File: src/rtl/uart_tx_arbiter.sv
// rtl/uart_tx_arbiter.sv - two-requester round-robin arbiter feeding an 8N1 UART transmitter
// Define UART_ARB_LOCK_EN to let a requester hold the line across several bytes via its lock input.
module uart_tx_arbiter #(
  parameter int CLKS_PER_BIT = 10
) (
  input  logic       clk,
  input  logic       rst,
  input  logic       req0_valid,
  input  logic [7:0] req0_data,
  output logic       req0_ready,
  input  logic       req0_lock,
  input  logic       req1_valid,
  input  logic [7:0] req1_data,
  output logic       req1_ready,
  input  logic       req1_lock,
  output logic       tx,
  output logic       busy,
  output logic       owner
);

  localparam int CW = (CLKS_PER_BIT > 1) ? $clog2(CLKS_PER_BIT) : 1;
  localparam logic [CW-1:0] LAST_CNT = CW'(CLKS_PER_BIT - 1);

  typedef enum logic [1:0] {IDLE, START, DATA, STOP} state_t;

  state_t        r_state;
  state_t        w_next;
  logic [CW-1:0] r_clk_cnt;
  logic [2:0]    r_bit_idx;
  logic [7:0]    r_shift;
  logic          r_owner;
  logic          r_ptr;

  logic          w_bit_end;
  logic          w_excl;
  logic          w_winner;
  logic          w_win_valid;
  logic          w_accept;
  logic [7:0]    w_acc_data;

  assign w_bit_end = (r_clk_cnt == LAST_CNT);

`ifdef UART_ARB_LOCK_EN
  // The locked requester is always the owner of the last accepted byte, so r_owner doubles as lock id.
  logic r_locked;
  logic w_owner_lock;

  assign w_owner_lock = r_owner ? req1_lock : req0_lock;
  assign w_excl       = r_locked && w_owner_lock;

  always_ff @(posedge clk) begin
    if (rst) begin
      r_locked <= 1'b0;
    end else if (w_accept) begin
      r_locked <= w_winner ? req1_lock : req0_lock;
    end else if (r_state == IDLE && !w_owner_lock) begin
      r_locked <= 1'b0;
    end
  end
`else
  logic w_unused_lock;

  assign w_unused_lock = req0_lock ^ req1_lock;
  assign w_excl        = 1'b0;
`endif

  // r_ptr already names the non-owner after every frame, so it also resumes correctly after a lock drops.
  always_comb begin
    w_winner = r_ptr;
    if (w_excl) begin
      w_winner = r_owner;
    end else if (req0_valid && !req1_valid) begin
      w_winner = 1'b0;
    end else if (req1_valid && !req0_valid) begin
      w_winner = 1'b1;
    end
  end

  assign w_win_valid = w_winner ? req1_valid : req0_valid;
  assign w_accept    = (r_state == IDLE) && !rst && w_win_valid;
  assign w_acc_data  = w_winner ? req1_data : req0_data;
  assign req0_ready  = w_accept && !w_winner;
  assign req1_ready  = w_accept && w_winner;

  always_ff @(posedge clk) begin
    if (rst) begin
      r_state <= IDLE;
    end else begin
      r_state <= w_next;
    end
  end

  always_comb begin
    w_next = r_state;
    case (r_state)
      IDLE:    if (w_accept) w_next = START;
      START:   if (w_bit_end) w_next = DATA;
      DATA:    if (w_bit_end && r_bit_idx == 3'd7) w_next = STOP;
      STOP:    if (w_bit_end) w_next = IDLE;
      default: w_next = IDLE;
    endcase
  end

  always_ff @(posedge clk) begin
    if (rst) begin
      r_clk_cnt <= '0;
      r_bit_idx <= 3'd0;
      r_shift   <= 8'd0;
      r_owner   <= 1'b0;
      r_ptr     <= 1'b0;
    end else begin
      if (r_state == IDLE || w_bit_end) begin
        r_clk_cnt <= '0;
      end else begin
        r_clk_cnt <= r_clk_cnt + CW'(1);
      end
      if (w_accept) begin
        r_shift   <= w_acc_data;
        r_owner   <= w_winner;
        r_bit_idx <= 3'd0;
      end
      if (r_state == DATA && w_bit_end) begin
        r_bit_idx <= r_bit_idx + 3'd1;
      end
      if (r_state == STOP && w_bit_end) begin
        r_ptr <= ~r_owner;
      end
    end
  end

  always_comb begin
    tx   = 1'b1;
    busy = 1'b1;
    case (r_state)
      IDLE:    busy = 1'b0;
      START:   tx = 1'b0;
      DATA:    tx = r_shift[r_bit_idx];
      default: tx = 1'b1;
    endcase
  end

  assign owner = r_owner;

endmodule

File: config.mk
export PLATFORM = sky130hd
export DESIGN_NAME = uart_tx_arbiter
export DESIGN_NICKNAME = d
export VERILOG_FILES = /design/src/rtl/uart_tx_arbiter.sv
export SDC_FILE = /design/constraint.sdc
export NUM_CORES = 1
export LEC_CHECK = 0
export BUFFER_PORTS_ARGS = -buffer_cell sky130_fd_sc_hd__buf_2
export CAP_MARGIN = 20
export CORE_UTILIZATION = 48
export CTS_BUF_LIST = sky130_fd_sc_hd__clkbuf_8
export CTS_CLUSTER_DIAMETER = 150
export DETAILED_ROUTE_END_ITERATION = 7
export PLACE_DENSITY = 0.83
export SETUP_SLACK_MARGIN = 0.1
export SLEW_MARGIN = 15
export SYNTH_ARGS = -nofsm -noshare
export SYNTH_HDL_FRONTEND = slang
export SYNTH_SLANG_ARGS = --single-unit
File: constraint.sdc
create_clock -name clk -period 1.9 [get_ports clk]
set_clock_uncertainty 0.2 [all_clocks]
set_input_delay 0.57 -clock clk [delete_from_list [all_inputs] [get_ports clk]]
set_output_delay 0.57 -clock clk [all_outputs]
set_load 0.02 [all_outputs]
## Yosys cells after proc, flatten, opt, wreduce, memory -nomap -nowiden

Index checks and enable logic that the tools add are counted.
Widths: inputs -> output; s select.

- Bitwise operators: 1
- Reduce and logical (&&, ||, !) cells: 18
- Order comparisons: 1
- Equality and inequality tests: 9
- Mux-type cells: 15
- Add/sub/neg operators: 2

Operators by type and width:

| operator | count |
|---|---|
| $logic_and 1x1->1 | 9 |
| $mux 2 | 4 |
| $mux 8 | 1 |
| $ne 2x2->1 const B | 4 |
| $pmux 2 s4 | 1 |
| $mux 3 | 2 |
| $mux 1 | 5 |
| $add 4x1->4 const B | 1 |
| $eq 2x2->1 const B | 2 |
| $eq 4x4->1 const B | 1 |
| $logic_not 1->1 | 4 |
| $lt 3x4->1 const B | 1 |
| $reduce_and 4->1 | 1 |
| $add 3x1->3 const B | 1 |
| $bmux 1 s3 | 1 |
| $eq 3x3->1 const B | 1 |
| $eq 2x1->1 const B | 1 |
| $logic_not 2->1 | 1 |
| $pmux 1 s2 | 1 |
| $reduce_bool 2->1 | 1 |
| $reduce_or 2->1 | 1 |
| $logic_or 1x1->1 | 1 |
| $not 1->1 | 1 |

- Output and inout port bits: 5
- Logic and storage cells: 52
- Register bits after elaboration: 19

## Depth between registers and ports, before layout

Gate-level depths: netlist of run 1.

- Word-level depth: 8
- Gate-level depth with buffers: 6
- Gate-level depth less buffers: 5

## Worst setup path after synthesis of run 1

Ideal clock, no wire load.

- Path type: reg2out
- Start: reg r_bit_idx[0]
- End: out tx
- Arrival: 1210 ps
- Cell stages (with the launch flop): 4
- Path buffers: 0
- Path slack: -80 ps
- Cell sequence: dfxtp_1 mux4_2 mux2i_1 mux2i_1

- Word-level cells in the longest chain between the ends: 3

RTL lines:

| element | RTL line | source |
|---|---|---|
| from (decl) | 29 | `logic [2:0] r_bit_idx;` |
| from (signal assigned) | 123 | `r_bit_idx <= r_bit_idx + 3'd1;` |
| $bmux 1 s3 | 137 | `DATA: tx = r_shift[r_bit_idx];` |
| $mux 1 (implied by the code) | 137 |  |
| $pmux 1 s2 | 134 | `case (r_state)` |
| to (decl) | 16 | `output logic tx,` |

No other way between the ends. The select of a mux whose other input is x is not followed.

## Worst setup path after layout of run 1

Ends and elaborated chain as after synthesis.

==> metrics, run 1 <==
post-synthesis cell count 115; register bit total from synthesis 19; Pleak 0.612 nW; Initial Util 51.6%; hold buffers post-CTS 0; status complete, but fails checks; Critical R2R Capture r_state[1]$_SDFFE_PP0P_; Post-Synthesis Cell Area around 1000 sq um; WHS Endpoint r_state[1]$_SDFFE_PP0P_; reg-to-reg startpoint r_bit_idx[0]$_SDFFE_PP0P_; vias between 1000 and 1500; I/O Buffers 24; Finished Cell Area ~1500 sq um; core area approximately 2000 sq um; Synth-to-Final Area Change 40.9%; Hold Crit Class flop to flop; pre-CTS WS -0.177 ns; Final WS setup -0.462 ns; placer congestion estimate between 0.7 and 0.8; total global routing overflow 0; n_diodes 0; die area 2340 sq um; clock sinks 19; max-slew violation count 0; Clk pwr share 19.0%; Sw Pwr 0.526 mW; reg2reg path depth 9; I/O pin cnt 27; Seq/Total Area, Yosys a little under two fifths; worst path arrival time 1.59 ns; crit-path max cell delay ~0.5 ns; DRT antenna net count 0; CTS buffer count 3; Fin. Hold Viols 0; CP Cell Sequence mux4_2, mux2i_2, mux2i_2, buf_4; DR vias/cell approximately 5.9; DR pass1 iterations 4; Yosys warnings 0; Int Pwr 0.947 mW; Post-synth top cells nand3_1 (20), dfxtp_1 (19), o21ai_0 (9); Syn Nets 145; Die H about 48 um; CTS tree built; crit share post-route 124%; Yosys top cell area share 36.8%; Clock transition at path regs 0.07 ns; slowest library cell on the worst path mux4_2; register share of total power 34.0%; dominant cells by area after synthesis dfxtp_1 (37%), ha_1 (9.7%), nand3_1 (9.7%), a31oi_1 (4.8%), o21ai_0 (4.4%); final HPWL from detailed placement 1890 um; Peak VDD IR 0.000692 V; pin count of the biggest net entering global routing 14; Avg WL per Cell 15.6 um; CP Launch Type flop; Required @ worst endpoint about 1.1 ns; chip width 48.4 um; CP top delay family multiplexers; DRC viols 0; Rel. slew slack 72.8%; DP Area 1280 sq um; Gate power share ~47%; Post-synth EDFFs 0; ys async rst share 0%; Fmax achieved 423 MHz; share of cells above drive strength 1 41.0%; H-tree levels 1; WP buf/inv 1; Min-Delay Path Depth 2; initial antenna violation count 0; crit path kind flop to output pin; CP Max Fanout 3; Finish-stage setup viols 5; row cnt 16; Final Critical Period 2.36 ns; clock latency at the later pin of the worst-skew pair ~0.26 ns; clock tree buffer depth 2; drt first-iter violations 39; Pwr Density 1010 nW/um^2; GR Util All Layers 24.6%; unrepaired setup endpoints after global routing yes; count leader, synth nand3_1; R2R Setup Slk -0.16 ns; Mapped Avg Cell Area 8.99 sq um; main flop type after synthesis dfxtp_1; nets 187; most used cell, CP mux2i_2; failing checks negative setup slack; crit end category output pin; Post-Route WL 2850 um; Cell variety after synth 31; max-cap violations 0; area leader, netlist dfxtp_1; sw frac 35.7%; Clock Root Buffer clkbuf_8; number of global-route vias before repair 1080; first-pass GRT wire length 4550 um; hold path startpoint r_state[1]$_SDFFE_PP0P_; Tightest Pin Transition 0.408 ns
## kinds of logic after synthesis
logic type | synth area share, %
buffers and inverters | 4.36
AO/OA/AOI/OAI | 19.6
adder cells (fa/ha/maj) | 9.69
flip-flops | 36.8
AND/OR/NAND/NOR | 20.6
multiplexers | 7.26
XOR/XNOR | 1.70
## how the worst max path moves through the flow
stage	from	endpoint	slack [ns]	cells after the start
global placement	r_bit_idx[0]$_SDFFE_PP0P_	tx	-0.17	4
global route	r_bit_idx[0]$_SDFFE_PP0P_	tx	-0.53	4
detailed placement	r_bit_idx[0]$_SDFFE_PP0P_	tx	-0.18	4
finish	r_bit_idx[0]$_SDFFE_PP0P_	tx	-0.46	4
CTS	r_bit_idx[0]$_SDFFE_PP0P_	tx	-0.46	4
floorplan	r_bit_idx[0]$_SDFFE_PP0P_	tx	0.0005	3
## layer usage
layer  GRT usage (%)  vias up  part of all wire [%]
met3            3.46        8                   4.6
li1                -      510                     -
met1            26.4      523                    40
met2            47.4       42                    53
met5               0        -                     0
met4            10.3        0                   1.8
## layout make-up
cell class / instances / area, sq um
Clock inverter: 1 / 3.75
Sequential cell: 19 / 388
Tap cell: 27 / 33.8
Inverter: 5 / 21.3
Clock buffer: 3 / 41.3
Timing Repair Buffer: 43 / 295
Fill cell: 152 / 546
Multi-Input combinational cell: 85 / 673
## metrics by stage
stage,hold WS [ns],setup TNS [ns],util [%],std cells,total power [mW]
5_1_grt,0.310,-1.10,72.8,183,1.54
3_5_place_dp,0.266,-0.311,64.1,173,1.04
3_3_place_gp,0.246,-0.277,64.1,173,1.01
6_report,0.291,-0.943,72.8,183,1.47
2_1_floorplan,0.234,0,-,115,0.873
4_1_cts,0.284,-0.698,70.7,181,1.44
## power groups by stage
stage / sequential (mW) / clock (mW) / combinational [mW]
after floorplan: 0.502 / 0 / 0.371
after global placement: 0.504 / 0 / 0.507
after detailed placement: 0.509 / 0 / 0.527
after CTS: 0.499 / 0.281 / 0.658
after global routing: 0.506 / 0.294 / 0.742
final: 0.500 / 0.280 / 0.693
## state kept, by name (all words and copies together) (netlist names)
name,cells
owner,1
r_state,2
r_bit_idx,3
r_shift,8
r_ptr,1
r_clk_cnt,4
## layout by cell type (no fill, tap or decap), types with 3 or more instances in the layout
master	n
o211ai_1	3
a21oi_1	4
inv_1	3
buf_2	20
ha_4	3
ha_1	5
o21ai_0	9
clkbuf_8	3
nand3_1	20
nor2_1	5
dfxtp_2	3
buf_4	17
a31oi_1	8
buf_6	6
dfxtp_1	15
## worst min-delay path, cell delays in order, from the launching register on
cell and delay (ns):
dfxtp_2 0.34, nand2_1 0.06, mux2i_1 0.05
## repair_timing
| item | 4_1_cts | 5_1_grt |
|---|---|---|
| resized for setup | 19 | 4 |
| setup endpoints to repair | 5 | 6 |
| pin swaps | 3 | 2 |
| buffers inserted | 4 | 2 |
Power figures use the tool's default switching activity.
==> run 2, diff against run 1 <==
--- a/config.mk
+++ b/config.mk
@@ -7,6 +7,7 @@
 export LEC_CHECK = 0
 export BUFFER_PORTS_ARGS = -buffer_cell sky130_fd_sc_hd__buf_2
 export CAP_MARGIN = 20
+export CORE_MARGIN = 1.5
 export CORE_UTILIZATION = 48
 export CTS_BUF_LIST = sky130_fd_sc_hd__clkbuf_8
 export CTS_CLUSTER_DIAMETER = 150
==> metrics, run 2 (same netlist as run 1, synthesis figures left out) <==
WHS Endpoint r_ptr$_SDFFE_PP0P_; Pwr Density between 1000 and 1500 nW/um^2; Final Critical Period 2.37 ns; GR Util All Layers a little over a fifth; share of cells above drive strength 1 39.9%; Largest Register r_shift; Hold Crit Class flop to flop; n_diodes 0; CP Launch Type flop; Finish-stage setup viols 4; Rel. slew slack 72.7%; Pleak 0.596 nW; pre-CTS WS -0.181 ns; CTS tree built; I/O Buffers 24; max-cap violations 0; final core occ 70.4%; Clock Root Buffer clkbuf_8; nets 184; CP top delay family multiplexers; Largest register FFs 8; final HPWL from detailed placement about 1900 um; Die H 49.4 um; most used cell, CP mux2i_2; Largest regs r_shift (8), r_clk_cnt (4), r_bit_idx (3); crit path kind flop to output pin; status complete, but fails checks; CP Max Fanout 3; failing checks negative setup slack; DR pass1 iterations 5; DR vias/cell 5.83; core area 2000 sq um; chip width 49.4 um; crit end category output pin; WHS between 0.2 and 0.3 ns; reg-to-reg startpoint r_bit_idx[0]$_SDFFE_PP0P_; Synth-to-Final Area Change 36.4%; final setup TNS -0.673 ns; CTS buffer count 3; CP Cell Sequence mux4_2, mux2i_2, mux2i_2, buf_4; I/O pin cnt 27; placer congestion estimate 0.786; Avg WL per Cell between 10 and 15 um; clock latency at the later pin of the worst-skew pair 0.25 ns; Critical R2R Capture r_state[1]$_SDFFE_PP0P_; Required @ worst endpoint between 1 and 1.5 ns; Multi-input gate area 653 sq um; max-slew violation count 0; Post-Route WL 2540 um; initial antenna violation count 0; row cnt 16; crit share post-route 125%; H-tree levels 1; Fmax achieved 422 MHz; Final WS setup -0.468 ns; Initial Util 51.6%; Cells after DPL ~170; unrepaired setup endpoints after global routing yes; WP buf/inv 1; Min-Delay Path Depth 1; DRC viols 0; Fin. Hold Viols 0; DRT antenna net count 0; Peak VDD IR 0.000675 V; slowest library cell on the worst path mux4_2; hold buffers post-CTS 0; reg2reg path depth 7; clock tree buffer depth 2; first-pass GRT wire length 4090 um; R2R Setup Slk -0.03 ns; total global routing overflow 0; crit-path max cell delay 0.51 ns; vias 1050; Layout fillers 153; Tightest Pin Transition 0.410 ns; worst path arrival time approximately 1.6 ns; register area around 390 sq um; die area 2440 sq um; Clock transition at path regs 0.07 ns; pin count of the biggest net entering global routing 14; clock sinks 19; most frequent cells in the layout nand3_1 (20), buf_2 (20), buf_4 (15), dfxtp_1 (15), o21ai_0 (9); hold path startpoint owner$_SDFFE_PP0P_; final cell count without fillers 180; drt first-iter violations 29; number of global-route vias before repair ~1000
-- run 2: cell type report --
cell class | count | area share (%)
Inverter | 5 | 1.51
Clock buffer | 3 | 2.93
Multi-Input combinational cell | 85 | 46.3
Sequential cell | 19 | 27.5
Timing Repair Buffer | 40 | 19.1
Tap cell | 27 | 2.40
Clock inverter | 1 | 0.266
-- run 2: how the worst max path moves through the flow --
stage                               from  to  slack, ns  cells past startpoint
6_report       r_bit_idx[0]$_SDFFE_PP0P_  tx      -0.47                      4
5_1_grt        r_bit_idx[0]$_SDFFE_PP0P_  tx      -0.51                      4
4_1_cts        r_bit_idx[0]$_SDFFE_PP0P_  tx      -0.46                      4
3_5_place_dp   r_bit_idx[0]$_SDFFE_PP0P_  tx      -0.18                      4
3_3_place_gp   r_bit_idx[0]$_SDFFE_PP0P_  tx      -0.17                      4
2_1_floorplan  r_bit_idx[0]$_SDFFE_PP0P_  tx     0.0005                      3
-- run 2: worst reg2reg max path: stages, from the launching register on --
cell and delay, ns:
dfxtp_4 0.37, buf_4 0.11, buf_6 0.09, ha_2 0.16
ha_2 0.16, nand4b_1 0.11, a222oi_1 0.43, mux2i_1 0.23
-- run 2: repair_timing --
item,in CTS,in global routing
resized for setup,15,7
buffers inserted,2,2
setup endpoints to repair,4,7
pin swaps,2,2
hold endpoints to repair,0,0
-- run 2: power breakdown --
part / internal, mW / total, mW / switching (mW)
clock: 0.144 / 0.276 / 0.133
sequential: 0.457 / 0.498 / 0.0409
combinational: 0.328 / 0.651 / 0.324
-- run 2: metrics by stage --
stage / cell area [sq um] / total power [mW]
4_1_cts: 1390 / 1.42
3_5_place_dp: 1280 / 1.03
3_3_place_gp: 1280 / 1.01
6_report: 1410 / 1.43
5_1_grt: 1410 / 1.50
2_1_floorplan: 1070 / 0.873
-- run 2: layer usage --
layer / vias to the layer above / GRT usage (%) / wire length [um]
li1: 506 / - / -
met1: 491 / 22.9 / 1010
met2: 49 / 42.6 / 1350
met3: 4 / 3.07 / 154
met4: 0 / 7.87 / 23
met5: - / 0 / 0
==> run 3, diff against run 2 <==
--- a/config.mk
+++ b/config.mk
@@ -13,7 +13,6 @@
 export CTS_CLUSTER_DIAMETER = 150
 export DETAILED_ROUTE_END_ITERATION = 7
 export PLACE_DENSITY = 0.83
-export SETUP_SLACK_MARGIN = 0.1
 export SLEW_MARGIN = 15
 export SYNTH_ARGS = -nofsm -noshare
 export SYNTH_HDL_FRONTEND = slang
==> metrics, run 3 (same netlist as run 1, synthesis figures left out) <==
nets 184; pin count of the biggest net entering global routing 12; CP Max Fanout 3; Initial Util between 50% and 60%; Final Critical Period 2.35 ns; DR vias/cell approximately 5.8; Fmax achieved ~420 MHz; reg-to-reg startpoint r_bit_idx[0]$_SDFFE_PP0P_; Final WS setup -0.453 ns; clock tree buffer depth 2; most frequent cells in the layout nand3_1 (20), buf_2 (20), buf_4 (16), dfxtp_1 (15), o21ai_0 (9); Peak VDD IR a little over 0.0009 V; sw frac 35.4%; Hold Crit Class flop to flop; max-slew violation count 0; initial antenna violation count 0; crit path kind flop to output pin; first-pass GRT wire length 4330 um; Clock Root Buffer clkbuf_8; Required @ worst endpoint 1.13 ns; vias 1047; Finish-stage setup viols 3; Clk pwr share 19.6%; I/O pin cnt 27; Post-Route WL 2530 um; DP Area 1280 sq um; status complete, but fails checks; crit share post-route 124%; chip width a little under 50 um; CTS buffer count 3; DRT antenna net count 0; reg2reg path depth 7; Rel. slew slack 76.5%; core area 2000 sq um; drt first-iter violations 29; WHS 0.289 ns; register area 388 sq um; Avg WL per Cell 14.1 um; Clock transition at path regs 0.07 ns; Min-Delay Path Depth 2; Pwr Density 1050 nW/um^2; GR Util All Layers 22.9%; hold path startpoint r_shift[0]$_SDFFE_PP0P_; Cells after DPL between 150 and 200; number of global-route vias before repair 1062; unrepaired setup endpoints after global routing yes; I/O Buffers 24; final cell count without fillers 180; share of cells above drive strength 1 between 30% and 40%; Gate power share 46.0%; total global routing overflow 0; die area 2440 sq um; final core occ a little over two thirds; Tightest Pin Transition 0.352 ns; Synth-to-Final Area Change 35.2%; hold buffers post-CTS 0; Int Pwr 0.950 mW; register share of total power 34.4%; worst path arrival time approximately 1.6 ns; DR pass1 iterations 4; Largest regs r_shift (8), r_clk_cnt (4), r_bit_idx (3); clock latency at the later pin of the worst-skew pair 0.26 ns; Largest Register r_shift; DRC viols 0; final HPWL from detailed placement about 1800 um; max-cap violations 0; H-tree levels 1; Fin. Hold Viols 0; pre-CTS WS -0.179 ns; failing checks negative setup slack; n_diodes 0; R2R Setup Slk about 0.070 ns; Multi-input gate area about 640 sq um; Critical R2R Capture r_state[1]$_SDFFE_PP0P_; Die H between 40 and 50 um; Pleak 0.595 nW; CTS tree built; Finished Cell Area 1400 sq um; Layout fillers 151; Sw Pwr 0.521 mW; placer congestion estimate 0.712; CP Launch Type flop; Largest register FFs 8; crit end category output pin; clock sinks 19; WHS Endpoint r_shift[0]$_SDFFE_PP0P_; row cnt 16
-- run 3: worst max path at each step --
stage	start	to	slack (ns)	cells past startpoint
floorplan	r_bit_idx[0]$_SDFFE_PP0P_	tx	-0.01	3
finish	r_bit_idx[0]$_SDFFE_PP0P_	tx	-0.45	4
detailed placement	r_bit_idx[0]$_SDFFE_PP0P_	tx	-0.18	4
global placement	r_bit_idx[0]$_SDFFE_PP0P_	tx	-0.17	4
global route	r_bit_idx[0]$_SDFFE_PP0P_	tx	-0.49	4
CTS	r_bit_idx[0]$_SDFFE_PP0P_	tx	-0.46	4
-- run 3: power by group through the flow --
stage | logic [mW] | registers, mW | clock network [mW]
6_report | 0.677 | 0.506 | 0.288
5_1_grt | 0.731 | 0.513 | 0.301
4_1_cts | 0.635 | 0.496 | 0.287
3_5_place_dp | 0.546 | 0.499 | 0
3_3_place_gp | 0.518 | 0.497 | 0
2_1_floorplan | 0.354 | 0.500 | 0
-- run 3: area by class of cell --
type                            count  area share (%)
Sequential cell                    19            27.8
Tap cell                           27            2.42
Clock buffer                        3            2.95
Inverter                            5            1.70
Timing Repair Buffer               40            19.0
Clock inverter                      1           0.358
Multi-Input combinational cell     85            45.8
-- run 3: per-layer routing --
metal / global-route usage, % / wire (um) / vias up
li1: - / - / 501
met3: 4.91 / 106 / 9
met2: 39.9 / 1330 / 35
met5: 0 / 0 / -
met4: 13.9 / 53 / 0
met1: 25.3 / 1040 / 502
-- run 3: timing repair --
item,in CTS,in global routing
setup endpoints to repair,4,5
pin swaps,2,2
endpoints found under the hold margin,0,0
gates cloned,0,0
gates resized for setup,16,7
buffers inserted,1,2
-- run 3: metrics by stage --
stage	power, mW	TNS, ns
2_1_floorplan	0.854	-0.0104
3_3_place_gp	1.01	-0.313
3_5_place_dp	1.04	-0.421
4_1_cts	1.42	-0.712
5_1_grt	1.54	-0.836
6_report	1.47	-0.693
-- run 3: critical path, stage by stage, from the launching register on --
cell,delay (ns)
dfxtp_2,0.36
mux4_2,0.51
mux2i_2,0.20
mux2i_2,0.10
buf_4,0.16
